--- src/rtl/boot_dump_tx.sv ---
// Reads the instruction memory word by word over the boot bus and streams it out as 8N1 UART:
// header byte, then each word LSB byte first. Define DUMP_CHECKSUM_EN to append a mod-256 byte sum.
module boot_dump_tx #(
  parameter int          CLK_DIV  = 16,
  parameter int          DEPTH    = 1024,
  parameter logic [7:0]  HDR_BYTE = 8'hAA
) (
  input  logic        clk,
  input  logic        rst,
  input  logic        start,
  output logic        req,
  input  logic        gnt,
  input  logic        rvalid,
  input  logic        err,
  output logic [31:0] addr,
  input  logic [31:0] rdata,
  output logic        we,
  output logic        tx,
  output logic        busy,
  output logic        done,
  output logic        err_flag
);

  localparam int IDX_W = (DEPTH > 1) ? $clog2(DEPTH) : 1;
  localparam int DIV_W = $clog2(CLK_DIV);
  localparam logic [IDX_W-1:0] LAST_IDX = IDX_W'(DEPTH - 1);
  localparam logic [DIV_W-1:0] DIV_LAST = DIV_W'(CLK_DIV - 1);

  typedef enum logic [2:0] {
    S_IDLE, S_HDR, S_REQ, S_WAIT, S_SEND, S_CSUM, S_FIN
  } state_t;

  state_t            state_reg, state_next;
  logic [IDX_W-1:0]  idx_reg, idx_next;
  logic [1:0]        byte_sel_reg, byte_sel_next;
  logic [31:0]       word_reg, word_next;
  logic              err_flag_reg, err_flag_next;
`ifdef DUMP_CHECKSUM_EN
  logic [7:0]        sum_reg, sum_next;
`endif

  logic              load;
  logic [7:0]        load_byte;

  logic              tx_reg;
  logic              active_reg;
  logic [8:0]        shift_reg;
  logic [3:0]        bit_cnt_reg;
  logic [DIV_W-1:0]  div_cnt_reg;
  logic              frame_last;

  // High during the final cycle of a stop bit; a load in that cycle chains frames with no gap.
  assign frame_last = active_reg && (bit_cnt_reg == 4'd9) && (div_cnt_reg == DIV_LAST);

  always_ff @(posedge clk or posedge rst) begin
    if (rst) begin
      tx_reg      <= 1'b1;
      active_reg  <= 1'b0;
      shift_reg   <= '1;
      bit_cnt_reg <= '0;
      div_cnt_reg <= '0;
    end else if (load) begin
      tx_reg      <= 1'b0;
      shift_reg   <= {1'b1, load_byte};
      bit_cnt_reg <= '0;
      div_cnt_reg <= '0;
      active_reg  <= 1'b1;
    end else if (active_reg) begin
      if (div_cnt_reg == DIV_LAST) begin
        div_cnt_reg <= '0;
        if (bit_cnt_reg == 4'd9) begin
          active_reg <= 1'b0;
          tx_reg     <= 1'b1;
        end else begin
          tx_reg      <= shift_reg[0];
          shift_reg   <= {1'b1, shift_reg[8:1]};
          bit_cnt_reg <= bit_cnt_reg + 4'd1;
        end
      end else begin
        div_cnt_reg <= div_cnt_reg + 1'b1;
      end
    end
  end

  always_ff @(posedge clk or posedge rst) begin
    if (rst) begin
      state_reg    <= S_IDLE;
      idx_reg      <= '0;
      byte_sel_reg <= '0;
      word_reg     <= '0;
      err_flag_reg <= 1'b0;
`ifdef DUMP_CHECKSUM_EN
      sum_reg      <= '0;
`endif
    end else begin
      state_reg    <= state_next;
      idx_reg      <= idx_next;
      byte_sel_reg <= byte_sel_next;
      word_reg     <= word_next;
      err_flag_reg <= err_flag_next;
`ifdef DUMP_CHECKSUM_EN
      sum_reg      <= sum_next;
`endif
    end
  end

  always_comb begin
    state_next    = state_reg;
    idx_next      = idx_reg;
    byte_sel_next = byte_sel_reg;
    word_next     = word_reg;
    err_flag_next = err_flag_reg;
    load          = 1'b0;
    load_byte     = HDR_BYTE;
`ifdef DUMP_CHECKSUM_EN
    sum_next      = sum_reg;
`endif
    case (state_reg)
      S_IDLE: begin
        if (start) begin
          state_next    = S_HDR;
          load          = 1'b1;
          load_byte     = HDR_BYTE;
          idx_next      = '0;
          err_flag_next = 1'b0;
`ifdef DUMP_CHECKSUM_EN
          sum_next      = '0;
`endif
        end
      end
      S_HDR: begin
        if (frame_last) state_next = S_REQ;
      end
      S_REQ: begin
        if (gnt) state_next = S_WAIT;
      end
      S_WAIT: begin
        if (rvalid) begin
          if (err) begin
            err_flag_next = 1'b1;
            state_next    = S_IDLE;
          end else begin
            // First byte starts on the very next cycle; the rest follow from the latched word.
            word_next     = rdata;
            byte_sel_next = 2'd0;
            load          = 1'b1;
            load_byte     = rdata[7:0];
            state_next    = S_SEND;
`ifdef DUMP_CHECKSUM_EN
            sum_next      = sum_reg + rdata[7:0] + rdata[15:8] + rdata[23:16] + rdata[31:24];
`endif
          end
        end
      end
      S_SEND: begin
        if (frame_last) begin
          if (byte_sel_reg != 2'd3) begin
            byte_sel_next = byte_sel_reg + 2'd1;
            load          = 1'b1;
            load_byte     = word_reg[{byte_sel_next, 3'b000} +: 8];
          end else if (idx_reg == LAST_IDX) begin
`ifdef DUMP_CHECKSUM_EN
            load       = 1'b1;
            load_byte  = sum_reg;
            state_next = S_CSUM;
`else
            state_next = S_FIN;
`endif
          end else begin
            idx_next   = idx_reg + 1'b1;
            state_next = S_REQ;
          end
        end
      end
      S_CSUM: begin
        if (frame_last) state_next = S_FIN;
      end
      S_FIN: begin
        state_next = S_IDLE;
      end
      default: begin
        state_next = S_IDLE;
      end
    endcase
  end

  assign req      = (state_reg == S_REQ);
  assign addr     = 32'({idx_reg, 2'b00});
  assign we       = 1'b0;
  assign tx       = tx_reg;
  assign busy     = (state_reg != S_IDLE) && (state_reg != S_FIN);
  assign done     = (state_reg == S_FIN);
  assign err_flag = err_flag_reg;

endmodule

--- config.mk ---
export PLATFORM = sky130hd
export DESIGN_NAME = boot_dump_tx
export DESIGN_NICKNAME = d
export VERILOG_FILES = /design/src/rtl/boot_dump_tx.sv
export SDC_FILE = /design/constraint.sdc
export NUM_CORES = 1
export LEC_CHECK = 0
export BUFFER_PORTS_ARGS = -buffer_cell sky130_fd_sc_hd__buf_2
export CAP_MARGIN = 30
export CORE_ASPECT_RATIO = 0.9
export CORE_MARGIN = 1.5
export CORE_UTILIZATION = 44
export CTS_BUF_LIST = sky130_fd_sc_hd__clkbuf_4 sky130_fd_sc_hd__clkbuf_8
export DETAILED_ROUTE_END_ITERATION = 7
export PLACE_DENSITY_LB_ADDON = 0.15
export SLEW_MARGIN = 40
export SYNTH_ARGS = -nofsm -noshare
export SYNTH_HDL_FRONTEND = slang
export SYNTH_SLANG_ARGS = --single-unit
--- constraint.sdc ---
create_clock -name clk -period 5.05 [get_ports clk]
set_clock_uncertainty 0.1 [all_clocks]
set_input_delay 1.01 -clock clk [delete_from_list [all_inputs] [get_ports clk]]
set_output_delay 1.01 -clock clk [all_outputs]
set_load 0.02 [all_outputs]
Yosys cells after proc, flatten, opt, wreduce, memory -nomap -nowiden
Index checks and enable logic that the tools add are counted.
Widths: inputs -> output; s select.
- output and inout port bits: 38
- input bits: 38
- register bits after elaboration: 67
- word-level logic and storage cells: 110
- shift operators: 1
- multiplexer cells: 54
- add/sub/neg operators: 4
- reductions and logical operators: 17
- bitwise operators: 1
- eq/ne operators: 23
- operator list (operator ; number):
    $mux 10 ; 4
    $mux 9 ; 4
    $mux 8 ; 4
    $shiftx 32x6->8 ; 1
    $mux 4 ; 7
    $mux 3 ; 9
    $ne 2x2->1 const B ; 12
    $pmux 10 s2 ; 1
    $pmux 3 s6 ; 1
    $mux 1 ; 16
    $pmux 8 s2 ; 1
    $add 10x1->10 const B ; 1
    $eq 10x10->1 const B ; 1
    $reduce_and 5->1 ; 2
    $reduce_bool 2->1 ; 5
    $eq 3x3->1 const B ; 3
    $add 4x1->4 const B ; 2
    $eq 4x4->1 const B ; 2
    $mux 2 ; 4
    $reduce_and 7->1 ; 1
    $eq 3x2->1 const B ; 2
    $reduce_and 3->1 ; 2
    $pmux 2 s2 ; 1
    $reduce_and 4->1 ; 1
    other kinds (11) ; 13

Logic depth before layout (Yosys ltp)
- word-level depth: 7
- depth in mapped cells: 7
- mapped depth without buffers: 6

Worst setup path after synthesis
No wires, ideal clock.
- path kind: input to register
- start: input port start
- end: register idx_reg[0]
- path buffers: 1
- stages: 5
- required time: 4825 ps
- arrival: 2139 ps
- library setup time: 125 ps
- path slack: 2687 ps
- cells stage by stage: nor2b_1 -> o41ai_2 -> buf_4 -> nor3_1 -> mux2_2
- longest elaborated chain between the ends: 2
- ends and longest elaborated chain (item ; line ; source):
    from (decl) ; 10 ; input logic start,
    $ne 2x2->1 (no line) ; -- ;
    $reduce_and 5->1 (no line) ; -- ;
    to (signal assigned) ; 97 ; idx_reg <= idx_next;
    to (decl) ; 34 ; logic [IDX_W-1:0] idx_reg, idx_next;
Every way passes these cells.
A chain may end at the register's enable or synchronous reset.

Final worst setup path
- start: input port rvalid
- end: register div_cnt_reg[3]
- longest elaborated chain between the ends: 3
- elaborated cells between the ends (all ways): 4
- classes of those cells: mux (3); reduce/logical (1)
- ends and longest elaborated chain (item ; line ; source):
    from (decl) ; 13 ; input logic rvalid,
    $mux 1 (*) ; 138 ; if (rvalid) begin
    $pmux 1 s3 (*) ; 118 ; case (state_reg)
    $mux 4 or $reduce_bool 2->1 (tied branches) ; -- ;
    to (signal assigned) ; 80 ; div_cnt_reg <= div_cnt_reg + 1'b1;
    to (decl) ; 49 ; logic [DIV_W-1:0] div_cnt_reg;
Every way passes the cells marked *; elsewhere a longest branch is shown, timed or not.

==> key figures <==
Clock tree
  – CTS root buffer: clkbuf_8
  – CTS tree: done
  – Reg clk slew, reported paths: 70 ps
  – Clk Latency, worst-skew pair: 340 ps
  – Htree depth: 3
  – Total clock sinks: 66
  – Bufs on Longest Clock Path: 2
  – Post-CTS Hold Buffers: 0
  – Setup Buffers After CTS: 0
  – # resized after CTS: 0
  – CTS Buf Count: 9

Routing
  – Via density: 5.165
  – Vias: 2686
  – DRC: 0
  – DR iter-0 viols: 132
  – Detailed Route WL: 7.359 mm
  – TritonRoute pass-1 iters: 4
  – Routed wire length per instance: 14.15 um
  – Detail Route Antenna Nets: 0

Min path
  – Hold_sp: word_reg[29]$_DFFE_PP0P_
  – Worst Hold Class: flop to flop
  – Worst hold path cell count: 2
  – WHS Endpoint: word_reg[29]$_DFFE_PP0P_

STA
  – Slew Viols, Final: 0
  – Setup Viol. Count Final: 0
  – TNS Setup: 0 ps
  – Max transition margin: 47.68%
  – Fmax: 0.3566 GHz
  – Fin crit share: 55.54%
  – Min Clock Period, post-route: 2805 ps
  – RSZ-0062 raised after global routing: no
  – Endpoints failing hold: 0
  – Worst Tran Pin Value: 782.1 ps

Floorplan
  – Die ar.: 8648 um2
  – Row count: 30
  – Core area: 7695 um2
  – Initial Util: 46.31%
  – DIE WIDTH: 97.86 um
  – Die Ht: 88.38 um
  – # IOs: 76

Yosys
  – Synth Register Bits: 66
  – Yosys warning count: 0
  – Synth Cell Area: 3563 um2
  – Synth cell types: 52
  – Largest cells by area after synthesis: dfrtp_1 40%, nand2_1 12%, dfstp_2 6.6%, buf_4 5.1%, mux4_2 5.1%
  – Post-Synthesis Cells: 375
  – Seq/Total Area, Yosys: 46.66%
  – Area share of the largest cell type after synthesis: 40.03%
  – Avg Inst Size Synth: 9.502 um2
  – Yosys top cell by area: dfrtp_1

Global route
  – Gr ovfl total: 0
  – GRT Total Usage: 17.95%
  – Most crowded layer after global routing: met2
  – GR Util met2: 27.84%
  – Initial antenna violation count: 0
  – Met1 usage: 24.97%
  – Vias in the first global route: 2550
  – Largest net degree at the start of global routing: 43
  – Grt met3 use: 4.581%
  – Global-route wire length before repair: 12.21 mm

Finish
  – Diode count: 0
  – Layout area overhead: 11.24%
  – Layout cell share with drive strength beyond 1: 23.35%
  – Max reg flops: 32
  – Nets: 462

Worst setup path
  – Arr. time, crit path: 2920 ps
  – Worst R2R Setup Slack: 2370 ps
  – Endpoint of the worst-slack reg-to-reg timing path: div_cnt_reg[3]$_DFFE_PP0P_
  – Crit. End Element: flop
  – CP Class: primary input to flop
  – R2R Path Start: state_reg[1]$_DFFE_PP0P_
  – Worst setup SP type: primary input
  – R2R depth: 5
  – Critical path required time: 5160 ps
  – Worst Path Max Fanout: 23

Run
  – Max-Cap Viols: 0

Status
  – Status: finished, final reports clean

Power
  – Pleak: 0.001971 uW
  – Total power: 1296 uW
  – P per Cell Area: 326.8 nW/um2
  – Peak VDD IR: 157.3 uV

Placement
  – HPWL Detailed: 5.020 mm
  – GP Congestion: 0.7779
  – PortBufs: 52
## layout by cell type, fill, tap and decap left out, types with 9 or more instances in the layout
cell and instances:
nand2_1 116, dfrtp_1 57, buf_2 52, conb_1 23, a21oi_1 12, nand3_1 10
nor2_1 9, clkbuf_8 9, dfstp_2 9
## synthesized netlist by cell type, drive strengths merged
cell     instances
nand2          116
dfrtp           57
buf             34
a21oi           13
clkbuf          10
nand3           10
dfstp            9
inv              9
nor2             9
a22oi            8
mux4             8
o31ai            8
or4              8
nand4            6
nor3             6
ha               5
nand2b           5
o21ai            5
o22ai            5
and3             4
mux2i            4
o2111ai          4
a31oi            3
nor4b            3
a41oi            2
and2             2
and4             2
mux2             2
nor4             2
or3              2
xnor2            2
xor2             2
a211oi           1
a22o             1
and3b            1
conb             1
nand3b           1
nand4bb          1
nor2b            1
nor4bb           1
o2bb2ai          1
o41ai            1
## logic make-up (layout without fill, tap and decap cells)
logic type / after synthesis / count (layout) / share of synthesized area [%]
AOI/OAI and AO/OA: 52 / 52 / 10.25
xor gates and xnor gates: 4 / 4 / 0.9833
adders and majority gates: 5 / 5 / 1.756
buffers and inverters: 53 / 80 / 9.129
DFF: 66 / 66 / 46.66
muxes: 14 / 14 / 6.812
other: 1 / 23 / 0.1052
and+or+nand+nor: 180 / 180 / 24.30
## area by class of cell
cell class                 count  area, um2
fill                         741       3731
multi-input combinational    278       1670
sequential                    66       1663
timing repair buffer          55      282.8
clock buffer                  11      138.9
tap                           96      120.1
clock inverter                 5      55.05
inverter                       9      33.78
## worst max-delay path, cell delays in order
cell and delay, ps:
buf_2 110, nor4bb_1 440, nand2_1 540, buf_4 410
nand3_1 300, nor3_1 110
## metrics by stage
stage                     utilization, %  setup WS (ps)  hold WS (ps)  instances  area (um2)
after global routing               51.51           2022         391.7        520        3964
after global placement             48.83           1927         353.7        504        3757
after CTS                          51.51           2288         375.2        520        3964
after floorplan                        -           2300         340.3        397        3646
after detailed placement           48.99           1912         357.6        504        3770
final                              51.51           2245         371.6        520        3964
## worst max-delay path by stage
stage               startpoint                          to  slack [ps]  depth (start not counted)
CTS                     rvalid  div_cnt_reg[3]$_DFFE_PP0P_        2290                          6
detailed placement      rvalid  div_cnt_reg[3]$_DFFE_PP0P_        1910                          6
global placement        rvalid  div_cnt_reg[3]$_DFFE_PP0P_        1930                          6
finish                  rvalid  div_cnt_reg[3]$_DFFE_PP0P_        2250                          6
floorplan                  rst        active_reg$_DFF_PP0_        2300                          1
global route            rvalid  div_cnt_reg[2]$_DFFE_PP0P_        2020                          6
## power breakdown
part           internal (uW)  switching, uW
sequential               610           51.4
combinational           83.7            111
clock                    237            202
## per-layer routing
layer  vias to the layer above  part of all wire [%]
met4                         0                  0.80
met1                      1263                    49
li1                       1350                     -
met5                         -                     0
met2                        69                    46
met3                         4                   4.8
Power figures use the tool's default switching activity.
